==> src/rtl/dac_spi_receiver.sv <==
// Receives 16-bit DAC command frames from an asynchronous SPI-style bus into clk100.
// Optional shutdown handling is compiled in with DAC_RX_SHDN_EN.
module dac_spi_receiver #(
    parameter int SYNC_STAGES = 2
) (
    input  logic        clk100,
    input  logic        rst_n,
    input  logic        cs,
    input  logic        sclk,
    input  logic        sdi,
    input  logic        ldac,
    output logic [11:0] out_a,
    output logic [11:0] out_b,
    output logic        update,
    output logic        shdn_a,
    output logic        shdn_b,
    output logic        frame_err,
    output logic [15:0] frame_cnt
);

    typedef enum logic [1:0] {
        WAIT_HIGH = 2'd0,
        IDLE      = 2'd1,
        SHIFT     = 2'd2
    } state_t;

    state_t state, state_nxt;

    logic [SYNC_STAGES-1:0] cs_sync, sclk_sync, sdi_sync, ldac_sync;
    logic                   cs_d, sclk_d, sdi_d, ldac_d;
    logic                   cs_fall, cs_rise, sclk_rise, ldac_fall;

    logic        start, shift_en, accept, reject;
    logic [15:0] shreg;
    logic [4:0]  bit_cnt;

    logic [11:0] in_a_data, in_b_data, nxt_a_data, nxt_b_data;
    logic        in_a_on, in_b_on, nxt_a_on, nxt_b_on;

    // Edge events are registered, so the *_d levels line up with the event cycle.
    always_ff @(posedge clk100 or negedge rst_n) begin
        if (!rst_n) begin
            cs_sync   <= '0;
            sclk_sync <= '0;
            sdi_sync  <= '0;
            ldac_sync <= '0;
            cs_d      <= 1'b0;
            sclk_d    <= 1'b0;
            sdi_d     <= 1'b0;
            ldac_d    <= 1'b0;
            cs_fall   <= 1'b0;
            cs_rise   <= 1'b0;
            sclk_rise <= 1'b0;
            ldac_fall <= 1'b0;
        end else begin
            cs_sync   <= {cs_sync[SYNC_STAGES-2:0], cs};
            sclk_sync <= {sclk_sync[SYNC_STAGES-2:0], sclk};
            sdi_sync  <= {sdi_sync[SYNC_STAGES-2:0], sdi};
            ldac_sync <= {ldac_sync[SYNC_STAGES-2:0], ldac};
            cs_d      <= cs_sync[SYNC_STAGES-1];
            sclk_d    <= sclk_sync[SYNC_STAGES-1];
            sdi_d     <= sdi_sync[SYNC_STAGES-1];
            ldac_d    <= ldac_sync[SYNC_STAGES-1];
            cs_fall   <= cs_d & ~cs_sync[SYNC_STAGES-1];
            cs_rise   <= ~cs_d & cs_sync[SYNC_STAGES-1];
            sclk_rise <= ~sclk_d & sclk_sync[SYNC_STAGES-1];
            ldac_fall <= ldac_d & ~ldac_sync[SYNC_STAGES-1];
        end
    end

    always_ff @(posedge clk100 or negedge rst_n) begin
        if (!rst_n) state <= WAIT_HIGH;
        else        state <= state_nxt;
    end

    always_comb begin
        state_nxt = state;
        case (state)
            WAIT_HIGH: if (cs_d)    state_nxt = IDLE;
            IDLE:      if (cs_fall) state_nxt = SHIFT;
            SHIFT:     if (cs_rise) state_nxt = IDLE;
            default:                state_nxt = WAIT_HIGH;
        endcase
    end

    always_comb begin
        start    = 1'b0;
        shift_en = 1'b0;
        accept   = 1'b0;
        reject   = 1'b0;
        case (state)
            IDLE:  start = cs_fall;
            SHIFT: begin
                shift_en = sclk_rise & ~cs_rise;
                accept   = cs_rise & (bit_cnt == 5'd16);
                reject   = cs_rise & (bit_cnt != 5'd16);
            end
            default: ;
        endcase
    end

    always_ff @(posedge clk100) begin
        if (start)         shreg <= '0;
        else if (shift_en) shreg <= {shreg[14:0], sdi_d};
    end

    // Counter saturates at 17 so over-long frames stay distinguishable from 16.
    always_ff @(posedge clk100 or negedge rst_n) begin
        if (!rst_n) begin
            bit_cnt <= '0;
        end else if (start) begin
            bit_cnt <= '0;
        end else if (shift_en && bit_cnt != 5'd17) begin
            bit_cnt <= bit_cnt + 5'd1;
        end
    end

    always_comb begin
        nxt_a_data = in_a_data;
        nxt_a_on   = in_a_on;
        nxt_b_data = in_b_data;
        nxt_b_on   = in_b_on;
        if (accept) begin
            if (shreg[15]) begin
                nxt_b_data = shreg[11:0];
                nxt_b_on   = shreg[12];
            end else begin
                nxt_a_data = shreg[11:0];
                nxt_a_on   = shreg[12];
            end
        end
    end

    always_ff @(posedge clk100 or negedge rst_n) begin
        if (!rst_n) begin
            in_a_data <= '0;
            in_a_on   <= 1'b0;
            in_b_data <= '0;
            in_b_on   <= 1'b0;
            frame_err <= 1'b0;
            frame_cnt <= '0;
            update    <= 1'b0;
        end else begin
            in_a_data <= nxt_a_data;
            in_a_on   <= nxt_a_on;
            in_b_data <= nxt_b_data;
            in_b_on   <= nxt_b_on;
            frame_err <= reject;
            update    <= ldac_fall;
            if (accept) frame_cnt <= frame_cnt + 16'd1;
        end
    end

    // Loads use the next-state input registers so a same-cycle accept is forwarded.
`ifdef DAC_RX_SHDN_EN
    always_ff @(posedge clk100 or negedge rst_n) begin
        if (!rst_n) begin
            out_a  <= '0;
            out_b  <= '0;
            shdn_a <= 1'b0;
            shdn_b <= 1'b0;
        end else if (ldac_fall) begin
            shdn_a <= ~nxt_a_on;
            shdn_b <= ~nxt_b_on;
            out_a  <= nxt_a_on ? nxt_a_data : 12'h000;
            out_b  <= nxt_b_on ? nxt_b_data : 12'h000;
        end
    end

    logic unused_bits;
    assign unused_bits = ^shreg[14:13];
`else
    always_ff @(posedge clk100 or negedge rst_n) begin
        if (!rst_n) begin
            out_a <= '0;
            out_b <= '0;
        end else if (ldac_fall) begin
            out_a <= nxt_a_data;
            out_b <= nxt_b_data;
        end
    end

    assign shdn_a = 1'b0;
    assign shdn_b = 1'b0;

    logic unused_bits;
    assign unused_bits = ^{shreg[14:13], nxt_a_on, nxt_b_on};
`endif

endmodule

==> config.mk <==
export PLATFORM = sky130hd
export DESIGN_NAME = dac_spi_receiver
export DESIGN_NICKNAME = d
export VERILOG_FILES = /design/src/rtl/dac_spi_receiver.sv
export SDC_FILE = /design/constraint.sdc
export NUM_CORES = 1
export LEC_CHECK = 0
export BUFFER_PORTS_ARGS = -buffer_cell sky130_fd_sc_hd__buf_2
export CAP_MARGIN = 20
export CORE_MARGIN = 2
export CORE_UTILIZATION = 35
export DETAILED_ROUTE_END_ITERATION = 10
export GPL_TIMING_DRIVEN = 0
export PLACE_DENSITY_LB_ADDON = 0.12
export SYNTH_ARGS = -nofsm -noshare
export SYNTH_HDL_FRONTEND = slang
export SYNTH_SLANG_ARGS = --single-unit
==> constraint.sdc <==
create_clock -name clk100 -period 2 [get_ports clk100]
set_clock_uncertainty 0.1 [all_clocks]
set_input_delay 0.5 -clock clk100 [delete_from_list [all_inputs] [get_ports clk100]]
set_output_delay 0.5 -clock clk100 [all_outputs]
set_load 0.05 [all_outputs]
; Yosys cells after proc, flatten, opt, wreduce, memory -nomap -nowiden
; Index checks and enable logic that the tools add are counted.
[classes]
addsub = 2
eq_ne = 8
n_mux = 14
bitwise_logic = 12
n_reduce_logical = 4
[ops]
columns = op, count
row1 = $mux 12, 4
row2 = $add 16x1->16 const B, 1
row3 = $mux 5, 2
row4 = $ne 5x5->1 const B, 2
row5 = $and 1x1->1, 7
row6 = $mux 2, 3
row7 = $ne 2x2->1 const B, 3
row8 = $pmux 2 s3, 1
row9 = $add 5x1->5 const B, 1
row10 = $eq 5x5->1 const B, 1
row11 = $not 1->1, 5
row12 = $mux 1, 4
row13 = $reduce_and 3->1, 1
row14 = $eq 2x1->1 const B, 1
row15 = $eq 2x2->1 const B, 1
row16 = $logic_not 2->1, 1
row17 = $reduce_bool 2->1, 1
row18 = $logic_and 1x1->1, 1
[word_totals]
ff_bits = 105
inputBits = 6
output_inout_bits = 44
elab_cells = 62

; Longest topological paths before layout
; Gate-level depths: netlist of the first run.
[depth]
depth_word = 6
mapped_depth = 7
depth_no_buf = 6

; Worst setup path before layout of the first run
; No wires, ideal clock.
[synth_path]
path_type = register to register
from = register bit_cnt[0]
to = register out_a[10]
setup_time_ns = 0.125
arrival_ns = 1.859
t_required_ns = 1.775
setup_slack_ns = -0.084
path_stages_with_launch = 8
n_path_buf = 1
synth_period_minus_slack_ns = 2.084
cell_sequence = dfrtp_1 inv_1 ha_1 nand4bb_1 nor3_1 buf_4 mux2_2 mux2_2
[synth_via]
elab_chain_len = 4
[synth_rtl]
columns = item, line
row1 = start: declaration, 35  ; logic [4:0] bit_cnt;
row2 = start signal: assignment, 114  ; bit_cnt <= bit_cnt + 5'd1;
row3 = $eq 5x5->1, 95  ; accept = cs_rise & (bit_cnt == 5'd16);
row4 = $and 1x1->1, 95
row5 = $mux 1, 91  ; case (state)
row6 = $mux 12, 123  ; if (accept) begin
row7 = named net nxt_a_data[10], 37  ; logic [11:0] in_a_data, in_b_data, nxt_a_data, nxt_b_data;
row8 = end signal: assignment, 178  ; out_a <= nxt_a_data;
row9 = end: declaration, 12  ; output logic [11:0] out_a,
; The timed path passes the listed nets, and every way through them passes these cells.
; A chain may end at the register's enable or synchronous reset.

; Worst setup path in the final report of the first run
[layout_path]
from = register bit_cnt[0]
to = register out_b[10]
[layout_via]
elab_chain_len = 4
[layout_rtl]
columns = item, line
row1 = $eq 5x5->1, 95
row2 = $and 1x1->1, 95
row3 = $mux 1, 91
row4 = $mux 12, 123
row5 = named net nxt_b_data[10], 37
row6 = end signal: assignment, 179  ; out_b <= nxt_b_data;
row7 = end: declaration, 13  ; output logic [11:0] out_b,
; The timed path passes the listed nets, and every way through them passes these cells.

==> results_dict.tcl, run 1 <==
set metrics [dict create \
    vias 2367 \
    routedWlPerCell_um 14.5 \
    top_layer "met4" \
    dp_hpwl_um 4760 \
    io_buffer_count 47 \
    final.period_utilization 1.03 \
    core_area_mm2 0.0113 \
    dr.pass1.iters 4 \
    setup_violations 22 \
    io_pins 50 \
    max_cap_violations 0 \
    worstSetupEndpointType "flip-flop" \
    antenna_found_initial 0 \
    m1WireLength_um 3880 \
    drive_gt1_frac 0.380 \
    cts.reportedPaths.clkPinSlew_ps 70 \
    grt.total_usage 0.129 \
    synth-seq-cells 105 \
    rows 39 \
    synthTopCellsByArea "dfrtp_1 (55%), mux2_2 (8.1%), dfxtp_1 (7.9%)" \
    post-synth-top-count-cell "dfrtp_1" \
    yosysWarnings 0 \
    hp-class "in2async" \
    criticalPathCategory "reg2reg" \
    die_area_mm2 0.0124 \
    root_buffer "clkbuf_16" \
    cts_hold_buf 0 \
    synth_top_area_cell "dfrtp_1" \
    dpl.cell_count 491 \
    drv_slew 0 \
    dr_wl_met2_um 3300 \
    cp_data_required_time_ps 2120 \
    ir_drop_uv 521 \
    worstPathArrival_ps 2190 \
    rsz0062_at_grt "yes" \
    pwr_density_cell_mw_per_mm2 843 \
    synthTopCellsByCount "dfrtp_1 (89), nand2_1 (38), mux2_2 (29)" \
    avgSynthCellArea_um2 13.5 \
    antennaDiodeCount 0 \
    status "finished, violations left" \
    drt-vias-per-instance 4.56 \
    worst_setup_path_start_kind "flip-flop" \
    finalHoldViolCount 0 \
    finalNonFillerCells 519 \
    fin_crit_ps 2060 \
    synth.distinct_cells 35 \
    synth_area_mm2 0.00404 \
    violations "setup timing" \
    grt.overflow.total 0 \
    synthArstFlopShare 0.848 \
    grt_pass1_wl_um 12800 \
    crit_fanout 5 \
    max_freq_mhz 485 \
    ant_nets 0 \
    slew_headroom 0.441 \
    dp_slack_ps -252 \
    wl_met3_um 298 \
    drc 0 \
    timing.hold.ws_ps 48.9 \
    ys.flop_type "dfrtp_1" \
    syn_inst 299 \
    finalWeightedCongestion 0.707 \
    total_power_mw 4.26 \
    synth-edff-count 0 \
    clock_path_buffers 2 \
    synth_top_area_frac 0.552 \
    start_util 0.356 \
    ys_seq_area_frac 0.631 \
    clock_latency_ps 340 \
    nets 381 \
    grt_pass1_vias 2436 \
    numCtsBuffers 9 \
    worst_pin_slew_ps 838 \
    leakagePower_nw 2.50 \
    cts-htree-levels 3 \
    cts_tree "done" \
    fin_tns_setup_ps -780 \
    area_growth_pct 25.3 \
    drtIter0Drc 110 \
    grt_max_degree 50 \
    fp.dieH_um 111 \
    cts.sinks 105 \
    layout_setup_ws_ps -62.5 \
    routed_wl_um 7550 \
    die_x_um 111 \
]
[logic make-up (layout without fill, tap and decap cells)]
logic type / after synthesis / in the layout / synth area share
buf+inv: 18 / 94 / 0.0217
mux: 51 / 51 / 0.160
other cells: 1 / 2 / 0.000929
flops: 105 / 105 / 0.631
fa+ha+maj: 4 / 4 / 0.0124
xor+xnor: 19 / 19 / 0.0412
simple gates: 81 / 81 / 0.106
compound gates: 20 / 20 / 0.0264
[path summary, 6_finish.rpt]
| check | slack, ps | to | cells after the start | from |
|---|---|---|---|---|
| worst max-delay path | -60 | out_b[10] | 8 | bit_cnt[0] |
| worst min-delay path | 50 | frame_cnt[6] | 1 | rst_n |
| worst max register to register | -60 | out_b[10] | 8 | bit_cnt[0] |
| worst min register to register | 250 | sdi_sync[1] | 0 | sdi_sync[0] |
| max in group asynchronous | 1130 | state[0] | 2 | rst_n |
| min in group clk100 | 160 | sclk_sync[0] | 1 | sclk |
[registers in the layout, indices dropped and copies added, names as in the netlist, 2 cells and up]
register,cells
ldac_sync,2
cs_sync,2
shreg,16
out_a,12
bit_cnt,5
state,2
in_a_data,12
sdi_sync,2
frame_cnt,16
sclk_sync,2
out_b,12
in_b_data,12
[through the flow]
stage,instance area [µm²],util
final,5060,0.447
after global routing,5060,0.447
after CTS,4970,0.439
after detailed placement,4490,0.396
after global placement,4460,0.394
after floorplan,4040,-
[cell usage in the layout, fill, tap and decap left out, drive strengths merged, types with 4 or more instances in the layout]
master	instances
dfrtp	89
buf	66
mux2	49
nand2	38
a21oi	17
clkbuf	17
dfxtp	16
nor2	10
xor2	10
xnor2	9
nand4	7
inv	6
nor3	5
nor2b	4
ha	4
[layer usage]
| layer | up-vias | global-route usage |
|---|---|---|
| met5 | - | 0 |
| met3 | 7 | 0.0386 |
| met2 | 46 | 0.188 |
| li1 | 1160 | - |
| met1 | 1154 | 0.188 |
| met4 | 0 | 0.0395 |
[layout make-up]
class	count	area, µm²
fillers	1097	6260
flip-flops and latches	105	2550
multi-input cells	177	1540
repair buffers	61	392
clock buffers	10	239
well taps	143	179
plain buffers	12	77.6
clock inverters	6	66.3
inverters	5	18.8
[critical path: stages, from the launching register on]
cell	delay, ps
dfrtp_1	400
inv_2	80
ha_4	160
buf_6	90
and4bb_4	250
nand3_4	120
clkbuf_16	190
mux2_4	300
mux2_4	250
[where the power goes]
group	total [mW]	internal (mW)	switching [mW]	leakage, nW
Sequential	2.19	2.16	0.0334	1.33
Clock	1.80	1.01	0.788	0.148
Combinational	0.273	0.121	0.153	1.02
[repair_timing]
item | CTS | global route
setup buffers | 7 | 4
gates resized for setup | 27 | 10
cloned | 1 | 1
pin swaps | 2 | 5
endpoints found under the setup margin | 24 | 36
(Power assumes the default switching activity.)
==> run 2, diff against run 1 <==
--- a/config.mk
+++ b/config.mk
@@ -7,7 +7,7 @@
 export LEC_CHECK = 0
 export BUFFER_PORTS_ARGS = -buffer_cell sky130_fd_sc_hd__buf_2
 export CAP_MARGIN = 20
-export CORE_MARGIN = 2
+export CORE_MARGIN = 1.5
 export CORE_UTILIZATION = 35
 export DETAILED_ROUTE_END_ITERATION = 10
 export GPL_TIMING_DRIVEN = 0
==> run 2 against run 1 <==
The flow still finishes with violations (setup timing). Maximum frequency fell by 0.73%. Register-to-register slack got worse by 20 ps. Die area fell by 1.8%. Non-clock buffer count rose by 4. First-iteration DRC count rose by 2.7%. Via count rose by 1.8%. Clock power fell by 6%. Critical endpoint is now out_b[2].
==> results_dict.tcl, run 2 (synthesis gave the netlist of run 1 again) <==
set metrics [dict create \
    io_buffer_count 47 \
    grt_max_degree 48 \
    cts.sinks 105 \
    cts_tree "done" \
    cts.reportedPaths.clkPinSlew_ps 70 \
    use_met3 0.0323 \
    routedWlPerCell_um 14.5 \
    grt_use_met2 0.205 \
    cts_hold_buf 0 \
    rsz0062_at_grt "yes" \
    cp_data_required_time_ps 2120 \
    critPathMostFrequentCell "mux2_4" \
    vias 2409 \
    worstPathArrival_ps 2200 \
    reg.largest.list "frame_cnt x16, shreg x16" \
    worstSetupEndpointType "flip-flop" \
    grt_pass1_wl_um 12500 \
    dp_hpwl_um 4690 \
    setup_violations 22 \
    max_freq_mhz 481 \
    finalHoldViolCount 0 \
    fill_cells 1049 \
    final_cell_mix "dfrtp_1 (88), buf_2 (47), mux2_4 (40)" \
    pwr_density_cell_mw_per_mm2 818 \
    placedInstanceArea_mm2 0.00449 \
    drv_slew 0 \
    cpMaxStageDelayCell "dfrtp_1" \
    fin_crit_ps 2080 \
    drt-vias-per-instance 4.61 \
    root_buffer "clkbuf_16" \
    rows 39 \
    max_cap_violations 0 \
    nets 385 \
    die_area_mm2 0.0122 \
    final_area_mm2 0.00507 \
    routed_wl_um 7610 \
    leakagePower_nw 2.52 \
    io_pins 50 \
    drive_gt1_frac 0.387 \
    fp.dieH_um 110 \
    criticalPathCategory "reg2reg" \
    dp_slack_ps -244 \
    drc 0 \
    violations "setup timing" \
    start_util 0.356 \
    die_x_um 110 \
    met1_usage 0.192 \
    numCtsBuffers 9 \
    final_common_cell "dfrtp_1" \
    worst_pin_slew_ps 706 \
    antenna_found_initial 0 \
    grt_pass1_vias 2415 \
    dr.pass1.iters 4 \
    grt.overflow.total 0 \
    ir_drop_uv 431 \
    busiest_layer "met2" \
    cts-htree-levels 3 \
    finalWeightedCongestion 0.723 \
    final.period_utilization 1.04 \
    status "finished, violations left" \
    crit_fanout 5 \
    ant_nets 0 \
    cp_cell_sequence "inv_2, ha_4, buf_6, and4bb_4, nand3_4, clkbuf_16, mux2_4, mux2_4" \
    clock_path_buffers 2 \
    core_area_mm2 0.0113 \
    slew_headroom 0.529 \
    clock_latency_ps 340 \
    grt.total_usage 0.136 \
    final_core_util 0.448 \
    cpPeakStageDelay_ps 400 \
    drtIter0Drc 113 \
    worst_setup_path_start_kind "flip-flop" \
    hp-class "in2async" \
    antennaDiodeCount 0 \
    layout_setup_ws_ps -77.8 \
    area_growth_pct 25.7 \
]
-- run 2: cell types whose count changed in the layout (fill, tap and decap cells not counted), sizes merged --
cell      change
bufinv        -1
inv           +3
clkbuf        +1
buf           +3
clkinvlp      -1
clkinv        -1
-- run 2: per-stage QoR --
step / hold slack [ps] / total power [mW] / TNS [ps] / cells
6_report: 64.0 / 4.15 / -858 / 523
5_1_grt: 98.7 / 4.34 / -1990 / 523
4_1_cts: 72.1 / 4.18 / -1970 / 514
3_5_place_dp: 235 / 2.43 / -3070 / 491
3_3_place_gp: 235 / 2.42 / -49950 / 490
2_1_floorplan: 104 / 2.35 / 0 / 300
-- run 2: path summary, 6_finish.rpt --
kind,end,slack (ps),from,cells after the start
max,out_b[2],-80,bit_cnt[0],8
max in group asynchronous,state[0],1120,rst_n,2
max reg2reg,out_b[2],-80,bit_cnt[0],8
min reg2reg,cs_sync[1],250,cs_sync[0],0
min,frame_cnt[6],60,rst_n,1
min in group clk100,sclk_sync[0],150,sclk,1
-- run 2: timing repair --
action	CTS	global route
pin swaps	2	4
buffers inserted	6	8
gates cloned	1	1
resized for setup	27	14
endpoints found under the setup margin	22	31
-- run 2: worst max-delay path: cells and delay by family, from the launching register on --
family | cells | cell delay (ps)
flip-flops | 1 | 400
multiplexers | 2 | 550
AND/OR/NAND/NOR | 2 | 380
buffers and inverters | 3 | 370
adder cells (fa/ha/maj) | 1 | 150
-- run 2: layer usage --
layer  vias up  part of all wire
li1       1166                 -
met5         -                 0
met3         4             0.036
met4         0            0.0078
met2        47              0.45
met1      1192              0.50
-- run 2: area by class of cell --
cell class	instances	area, µm²	area share
clock inverters	6	57.6	0.0113
well taps	143	179	0.0353
clock buffers	10	229	0.0451
multi-input cells	177	1540	0.304
plain buffers	13	82.6	0.0163
repair buffers	64	414	0.0816
inverters	5	18.8	0.00370
flip-flops and latches	105	2550	0.502
-- run 2: report_power, final --
part / switching, mW / internal (mW)
clock network: 0.827 / 0.877
registers: 0.0365 / 2.16
logic: 0.147 / 0.105
total: 1.01 / 3.14
==> run 3, diff against run 2 <==
==> constraint.sdc (replaced) <==
create_clock -name clk100 -period 2.17 [get_ports clk100]
set_clock_uncertainty 0.1 [all_clocks]
set_input_delay 0.5425 -clock clk100 [delete_from_list [all_inputs] [get_ports clk100]]
set_output_delay 0.5425 -clock clk100 [all_outputs]
set_load 0.05 [all_outputs]
==> run 3 against run 2 <==
The run now ends clean. Cell count fell by 1.9%. Critical path depth fell by 1. Core utilization fell by 1.4 points. Worst setup slack improved by 150 ps. Routed wire length fell by 5.5%. Combinational power fell by 17%. Maximum frequency fell by 1.2%.
==> results_dict.tcl, run 3 (synthesis gave the netlist of run 1 again) <==
set metrics [dict create \
    drt-vias-per-instance 4.58 \
    grt.overflow.total 0 \
    nets 375 \
    regToRegEndpoint "out_a[5]" \
    power.switching_uw 897 \
    cp_cell_sequence "inv_2, ha_4, nand4bb_4, nor3_4, buf_6, mux2_4, mux2_2" \
    drtIter0Drc 126 \
    crit_buf_inv 2 \
    top_layer "met4" \
    internal_power_mw 2.90 \
    final_common_cell "dfrtp_1" \
    pwr_density_cell_mw_per_mm2 773 \
    final.period_utilization 0.969 \
    die_x_um 110 \
    antennaDiodeCount 0 \
    drv_slew 0 \
    reg.largest.list "frame_cnt x16, shreg x16" \
    core_area_mm2 0.0113 \
    ant_nets 0 \
    cts-htree-levels 3 \
    io_buffer_count 47 \
    fp.dieH_um 110 \
    root_buffer "clkbuf_16" \
    cpPeakStageDelay_ps 420 \
    path_delay_family "multiplexers" \
    drive_gt1_frac 0.357 \
    r2r_slack_ps 70 \
    finalNonFillerCells 513 \
    ir_drop_uv 578 \
    m1WireLength_um 3560 \
    grt_pass1_vias 2301 \
    die_area_mm2 0.0122 \
    final_cell_mix "dfrtp_1 (88), buf_2 (47), nand2_1 (38)" \
    cts_hold_buf 0 \
    fin_crit_ps 2100 \
    finalHoldViolCount 0 \
    routed_wl_um 7190 \
    r2r-start "bit_cnt[1]" \
    clkPwrFrac 0.410 \
    max_cap_violations 0 \
    io_pins 50 \
    rows 39 \
    grt_pass1_wl_um 11600 \
    worstSetupEndpointType "flip-flop" \
    cts.reportedPaths.clkPinSlew_ps 70 \
    dr.pass1.iters 4 \
    wl_met3_um 383 \
    crit_fanout 5 \
    dr_wl_met2_um 3120 \
    cp_data_required_time_ps 2310 \
    start_util 0.356 \
    dp_hpwl_um 4630 \
    worstPathArrival_ps 2240 \
    leakagePower_nw 2.44 \
    vias 2349 \
    power_frac_seq 0.535 \
    dp_slack_ps -250 \
    grt_max_degree 48 \
    worst_setup_path_start_kind "flip-flop" \
    switching_share 0.236 \
    dpl.cell_count 491 \
    drc 0 \
    grt.total_usage 0.128 \
    numCtsBuffers 9 \
    max_freq_mhz 476 \
    area_growth_pct 21.7 \
    setup_violations 0 \
    slew_headroom 0.457 \
    finalWeightedCongestion 0.719 \
    clock_path_buffers 2 \
    hp-class "in2async" \
    layout_setup_ws_ps 68.0 \
    worst_pin_slew_ps 815 \
    criticalPathCategory "reg2reg" \
    status "completed" \
    reg2regPathDepth 7 \
    cts_tree "done" \
    antenna_found_initial 0 \
    cts.sinks 105 \
    clock_latency_ps 350 \
    p_comb_frac 0.055 \
    cpMaxStageDelayCell "dfrtp_1" \
    rsz0062_at_grt "no" \
    routedWlPerCell_um 14.0 \
]
run 3: cell count changes in the layout (fill, tap and decap cells not counted), sizes merged:
cell      before  now
buf           69   61
clkbuf        18   16
inv            9    7
clkinv         2    3
clkinvlp       0    1
run 3: area by class of cell:
type                    count  area [µm²]
fillers                  1083        6410
repair buffers             54         318
plain buffers              13        72.6
well taps                 143         179
multi-input cells         177        1490
clock buffers              10         239
inverters                   5        18.8
clock inverters             6        50.0
flip-flops and latches    105        2550
run 3: worst max path at each step:
stage,slack [ps],cells after the start,to,startpoint
6_report,70,7,out_a[5],bit_cnt[1]
5_1_grt,2,7,out_a[1],bit_cnt[1]
4_1_cts,30,7,out_a[4],bit_cnt[0]
3_5_place_dp,-250,7,out_a[4],bit_cnt[0]
3_3_place_gp,-390,1,in_a_data[8],rst_n
2_1_floorplan,90,7,out_a[10],bit_cnt[0]
run 3: power by group through the flow:
stage	sequential, mW	clock, mW	combinational (mW)
floorplan	2.06	0	0.0985
global placement	2.07	0	0.165
detailed placement	2.07	0	0.174
CTS	2.03	1.63	0.175
global route	2.04	1.70	0.236
finish	2.03	1.56	0.210
run 3: timing repair:
| item | in CTS | in global routing |
|---|---|---|
| buffers inserted | 1 | 4 |
| endpoints found under the setup margin | 22 | 10 |
| resized for setup | 3 | 20 |
| gates cloned | 0 | 1 |
| pin swaps | 1 | 2 |
run 3: metal layers:
| metal | vias to the layer above | track usage |
|---|---|---|
| met5 | - | 0 |
| met4 | 0 | 0.0495 |
| met3 | 11 | 0.0482 |
| met2 | 47 | 0.187 |
| met1 | 1143 | 0.173 |
| li1 | 1148 | - |
run 3: through the flow:
stage,hold slack [ps],util,total power [mW],cell area (µm²),TNS (ps)
6_report,89.9,0.434,3.80,4910,0
5_1_grt,122,0.434,3.98,4910,0
4_1_cts,104,0.424,3.83,4790,0
3_5_place_dp,235,0.396,2.24,4480,-2420
3_3_place_gp,234,0.393,2.23,4450,-36490
2_1_floorplan,147,-,2.16,4040,0
